## src/rtl/servo_cmd_rx.sv

```systemverilog
// servo_cmd_rx: 8N1 UART command receiver for the remote servo path.
// Parses A5/POS/CHK frames and turns POS into a PWM duty value.
module servo_cmd_rx #(
  parameter int unsigned CLK_FREQ       = 25_000_000,
  parameter int unsigned BAUD           = 115_200,
  parameter int unsigned DUTY_MIN       = 25_000,
  parameter int unsigned DUTY_MAX       = 50_000,
  parameter int unsigned TIMEOUT_CYCLES = 250_000
) (
  input  logic        clk,
  input  logic        rst_n,
  input  logic        rx,
  output logic [31:0] duty_cycle,
  output logic        duty_valid,
  output logic [7:0]  last_pos,
  output logic        frame_err
);

  localparam int unsigned CPB = CLK_FREQ / BAUD;
  localparam int unsigned CW  = $clog2(CPB);
  localparam int unsigned TW  = $clog2(TIMEOUT_CYCLES);
  localparam logic [CW-1:0] HALF_END = CW'(CPB / 2 - 1);
  localparam logic [CW-1:0] BIT_END  = CW'(CPB - 1);
  localparam logic [TW-1:0] TO_END   = TW'(TIMEOUT_CYCLES - 1);
  localparam logic [39:0]   SPAN     = 40'(DUTY_MAX - DUTY_MIN);
  localparam logic [7:0]    HDR      = 8'hA5;

  typedef enum logic [1:0] {
    RX_IDLE, RX_START, RX_DATA, RX_STOP
  } rx_state_t;

  typedef enum logic [1:0] {
    P_HDR, P_POS, P_CHK
  } p_state_t;

  logic          rst_i;
  logic [1:0]    rst_q;
  logic          rx_meta;
  logic          rxs;
  rx_state_t     rx_state;
  rx_state_t     rx_next;
  p_state_t      p_state;
  p_state_t      p_next;
  logic [CW-1:0] cnt;
  logic [2:0]    bit_idx;
  logic [7:0]    shreg;
  logic [7:0]    pos_q;
  logic [TW-1:0] tcnt;
  logic          half_end;
  logic          bit_end;
  logic          byte_stb;
  logic          stop_err;
  logic          accept;
  logic          chk_err;
  logic          t_en;
  logic          timeout;
  logic [39:0]   prod;
  logic [39:0]   sum;
  logic [31:0]   duty_calc;

  // Reset: asserts asynchronously, releases on a clock edge
  always_ff @(posedge clk or negedge rst_n) begin
    if (!rst_n) rst_q <= 2'b00;
    else        rst_q <= {rst_q[0], 1'b1};
  end

  assign rst_i = rst_q[1];

  // Two-flop synchroniser for the asynchronous serial line
  always_ff @(posedge clk or negedge rst_i) begin
    if (!rst_i) begin
      rx_meta <= 1'b1;
      rxs     <= 1'b1;
    end else begin
      rx_meta <= rx;
      rxs     <= rx_meta;
    end
  end

  assign half_end = (cnt == HALF_END);
  assign bit_end  = (cnt == BIT_END);

  // Receiver state register
  always_ff @(posedge clk or negedge rst_i) begin
    if (!rst_i) rx_state <= RX_IDLE;
    else        rx_state <= rx_next;
  end

  // Receiver next state, byte strobe and stop-bit error
  always_comb begin
    rx_next  = rx_state;
    byte_stb = 1'b0;
    stop_err = 1'b0;
    unique case (rx_state)
      RX_IDLE:  if (!rxs) rx_next = RX_START;
      RX_START: if (half_end) rx_next = rxs ? RX_IDLE : RX_DATA;
      RX_DATA:  if (bit_end && bit_idx == 3'd7) rx_next = RX_STOP;
      RX_STOP: begin
        if (bit_end) begin
          rx_next  = RX_IDLE;
          byte_stb = rxs;
          stop_err = !rxs;
        end
      end
      default:  rx_next = RX_IDLE;
    endcase
  end

  // Bit timing counter, bit index and LSB-first shift register
  always_ff @(posedge clk or negedge rst_i) begin
    if (!rst_i) begin
      cnt     <= '0;
      bit_idx <= 3'd0;
      shreg   <= 8'h00;
    end else begin
      if (rx_state != rx_next || (rx_state == RX_DATA && bit_end))
        cnt <= '0;
      else if (rx_state != RX_IDLE)
        cnt <= cnt + 1'b1;
      if (rx_state == RX_START)
        bit_idx <= 3'd0;
      if (rx_state == RX_DATA && bit_end) begin
        shreg   <= {rxs, shreg[7:1]};
        bit_idx <= bit_idx + 3'd1;
      end
    end
  end

  assign t_en    = (p_state != P_HDR) && (rx_state == RX_IDLE);
  assign timeout = t_en && (tcnt == TO_END);

  // Inter-byte idle counter, only live mid-frame
  always_ff @(posedge clk or negedge rst_i) begin
    if (!rst_i)                         tcnt <= '0;
    else if (byte_stb || p_state == P_HDR) tcnt <= '0;
    else if (t_en)                      tcnt <= tcnt + 1'b1;
  end

  // Parser state register and stored position
  always_ff @(posedge clk or negedge rst_i) begin
    if (!rst_i) begin
      p_state <= P_HDR;
      pos_q   <= 8'h00;
    end else begin
      p_state <= p_next;
      if (byte_stb && p_state == P_POS) pos_q <= shreg;
    end
  end

  // Parser next state and frame verdict
  always_comb begin
    p_next  = p_state;
    accept  = 1'b0;
    chk_err = 1'b0;
    if (stop_err || timeout) begin
      p_next = P_HDR;
    end else if (byte_stb) begin
      unique case (p_state)
        P_HDR: if (shreg == HDR) p_next = P_POS;
        P_POS: p_next = P_CHK;
        P_CHK: begin
          p_next  = P_HDR;
          accept  = (shreg == (HDR ^ pos_q));
          chk_err = (shreg != (HDR ^ pos_q));
        end
        default: p_next = P_HDR;
      endcase
    end
  end

  // Position to duty scaling, 255 pinned to the top of the range
  always_comb begin
    prod      = 40'(pos_q) * SPAN;
    sum       = 40'(DUTY_MIN) + (prod >> 8);
    duty_calc = (pos_q == 8'hFF) ? 32'(DUTY_MAX) : sum[31:0];
  end

  // Output registers: duty held until the next accepted frame
  always_ff @(posedge clk or negedge rst_i) begin
    if (!rst_i) begin
      duty_cycle <= 32'(DUTY_MIN);
      last_pos   <= 8'h00;
      duty_valid <= 1'b0;
      frame_err  <= 1'b0;
    end else begin
      duty_valid <= accept;
      frame_err  <= stop_err | chk_err | timeout;
      if (accept) begin
        duty_cycle <= duty_calc;
        last_pos   <= pos_q;
      end
    end
  end

endmodule

```

## config.mk

```make
export PLATFORM = sky130hd
export DESIGN_NAME = servo_cmd_rx
export DESIGN_NICKNAME = d
export VERILOG_FILES = /design/src/rtl/servo_cmd_rx.sv
export SDC_FILE = /design/constraint.sdc
export NUM_CORES = 1
export LEC_CHECK = 0
export ABC_AREA = 1
export CAP_MARGIN = 20
export CORE_ASPECT_RATIO = 0.5
export CORE_MARGIN = 8
export CORE_UTILIZATION = 54
export DETAILED_ROUTE_END_ITERATION = 6
export PLACE_DENSITY_LB_ADDON = 0.05
export SLEW_MARGIN = 0
export SYNTH_ARGS = -nofsm -noshare
export SYNTH_HDL_FRONTEND = slang
export SYNTH_SLANG_ARGS = --single-unit
```

## constraint.sdc

```tcl
create_clock -name clk -period 2.36 [get_ports clk]
set_input_delay 0.472 -clock clk [delete_from_list [all_inputs] [get_ports clk]]
set_output_delay 0.472 -clock clk [all_outputs]
set_load 0.005 [all_outputs]
```

==> impl_metrics.csv <==
group,metric,value,unit
sta,hold_viol_final,0,
placed_design,hpwl,10.2,mm
cells_and_area,diodes,0,
clock_tree,ctsHoldBuffers,0,
clock_tree,htree_levels,3,
yosys,yosys_register_bits,79,
clock_tree,clk_pin_slew,70,ps
clock_tree,tritoncts,"done",
yosys,postSynthAreaPerCell,7.86,um^2
detailed_routing,vias,4951,
run_status,status,"finished, violations left",
power,vdd_drop_max,0.000469,V
yosys,syn_area,5680,um^2
power,powerDensity,436,nW/um^2
sta,relSlewSlack,65.8,%
yosys,seq_area_frac_synth,35.0,%
sta,fin_crit,3660,ps
sta,worst_pin_slew,513,ps
detailed_routing,dr.pass1.iters,4,
sta,finalMaxSlewViolations,0,
critical_path,end_kind,"flop",
critical_path,required,2630,ps
critical_path,worstPathArrival,3930,ps
die,die_width,161,um
critical_path,worstSetupPathType,"reg2reg",
yosys,synthArstFlopShare,100,%
detailed_routing,drc,0,
cells_and_area,area_growth,33.4,%
sta,setup_ws,-1300,ps
die,start_util,55.6,%
sta,fmax,0.273,GHz
yosys,yosysMostFrequentCell,"nand2_1",
clock_tree,cts_buffers,9,
die,core-area,10200,um^2
job,drv_cap,0,
critical_path,cp-start-kind,"flop",
yosys,synth_top_area_share,31.3,%
run_status,violations,"setup timing",
cells_and_area,drive_gt1_share,28.2,%
yosys,synth_edf_count,0,
min_path,min_path_type,"in2async",
detailed_routing,drt-initial-drc-count,166,
global_routing,grt_pass1_vias,4973,
sta,rsz0062_at_grt,"true",
critical_path,rrSetupSlack,-1300,ps
global_routing,grt_pass1_wl,22.9,mm
sta,whs,282,ps
global_routing,gr-total-overflow,0,
clock_tree,cts_root_buf,"clkbuf_16",
clock_tree,clk_latency,340,ps
die,row_count,26,
cells_and_area,finalNetCount,897,
cells_and_area,nFillCells,768,
detailed_routing,wire_per_inst,14.1,um
clock_tree,clock-sinks,79,
yosys,synthTopCellsByCount,"nand2_1, inv_1, dfrtp_1",
power,leakage,3.83,nW
detailed_routing,viasPerCell,5.10,
cells_and_area,final_util,74.2,%
placed_design,io_buffers,28,
global_routing,grt_max_degree,42,
sta,fin_crit_sh,155,%
global_routing,antenna_found_initial,0,
yosys,ys_types,42,
critical_path,timing.rr.end,"duty_cycle[13]",
yosys,synth_cells,722,
critical_path,critPathMaxFanout,4,
clock_tree,cts_max_path_buffers,2,
die,die_h,88.5,um
sta,setup_viol,16,
detailed_routing,finalWirelength,13.7,mm
yosys,ys_top_cells_by_area,"dfrtp_1, ha_1, nand2_1",
yosys,yosys_warnings,0,
die,ioPinCount,45,
yosys,ys.flop_type,"dfrtp_1",
die,die_area,14300,um^2
global_routing,grt_usage,19.8,%
placed_design,dp_slack,-1390,ps
critical_path,r2r-start,"pos_q[2]",
critical_path,r2r_cells,22,
detailed_routing,ant_nets,0,
yosys,synth_area_leader_cell,"dfrtp_1",
sta,fin_worst_skew,9.02,ps
placed_design,gp_congestion,0.855,
per-stage QoR:
stage               power (mW)  std cells  setup TNS (ps)  area [um^2]
floorplan                 1.81        737          -14120         5920
global placement          1.87        943          -15690         6690
detailed placement        1.88        943          -17130         6690
CTS                       3.34        969          -16550         7310
global route              3.46        970          -18320         7570
finish                    3.30        970          -16130         7570
worst max-delay path by stage:
| stage | slack, ps | from | endpoint |
|---|---|---|---|
| after floorplan | -1240 | pos_q[4] | duty_cycle[9] |
| after global placement | -1300 | pos_q[4] | duty_cycle[9] |
| after detailed placement | -1390 | pos_q[4] | duty_cycle[9] |
| after CTS | -1330 | pos_q[2] | duty_cycle[15] |
| after global routing | -1490 | pos_q[2] | duty_cycle[13] |
| final | -1300 | pos_q[2] | duty_cycle[13] |
worst max-delay path, stage by stage, from the launching register on:
cell     delay (ps)
dfrtp_2         440
ha_4            260
ha_4            260
inv_2            30
fa_1            480
inv_2            40
fa_2            450
ha_4            320
nand2_4          60
nor2_4          110
nand2_2          70
nand4_1         130
and2_4          170
ha_4            110
inv_2            30
nand2_2          60
nand2_4          60
nand2_4          80
nand2_4          60
nor2_4          120
nand3_2         100
nand2_1          80
nand3_1          60
state kept, by name (all words and copies together) (netlist names):
register,cells
p_state,2
pos_q,8
duty_cycle,16
rxs,1
frame_err,1
rst_q,2
duty_valid,1
bit_idx,3
rx_meta,1
tcnt,18
cnt,8
shreg,8
last_pos,8
rx_state,2
cell usage in the layout, fill, tap and decap left out, types with 9 or more instances in the layout:
cell type,netlist,layout
buf_4,16,57
nand3_1,40,32
conb_1,2,17
o21ai_0,37,32
nand2_4,2,17
fa_1,12,10
nor2_4,4,10
clkbuf_16,0,9
ha_4,0,21
nand2_2,12,30
ha_1,57,35
buf_6,1,13
nand2_1,175,142
a21oi_1,26,21
inv_1,103,93
xor2_1,13,13
nand4_1,12,12
dfrtp_1,71,65
nor3_1,16,16
clkdlybuf4s50_1,0,28
inv_2,4,13
nor2_1,54,44
cell type report:
type                            instances  area (um^2)  area share (%)
Clock buffer                            9          225            2.97
Clock inverter                          7         78.8            1.04
Inverter                              107          404            5.34
Multi-Input combinational cell        528         3800            50.2
Sequential cell                        79         2000            26.4
Tap cell                              140          175            2.31
Timing Repair Buffer                  100          895            11.8
cell families after synthesis:
family / share of synthesized area [%]
buffers and inverters: 9.78
AND/OR/NAND/NOR: 26.8
other: 0.132
AO/OA/AOI/OAI: 7.91
XOR/XNOR: 3.55
flip-flops: 35.0
adder cells (fa/ha/maj): 16.8
timing repair:
item | CTS | global route
pin swaps | 39 | 42
cloned | 0 | 0
buffers inserted | 11 | 4
resized for setup | 56 | 59
setup endpoints to repair | 16 | 16
report_power, final:
part	total (mW)	leakage (nW)	switching, mW	internal (mW)
clock	1.44	0.144	0.610	0.833
sequential	1.52	1.04	0.0865	1.44
combinational	0.336	2.64	0.214	0.122
total	3.30	3.83	0.910	2.39
layer usage:
metal / vias up / share of wire [%] / track usage (%)
met4: 0 / 1.5 / 4.92
met2: 80 / 49 / 35.6
met5: - / 0 / 0
li1: 2489 / - / -
met3: 15 / 3.4 / 4.22
met1: 2367 / 46 / 24.0
(Power assumes the default switching activity.)
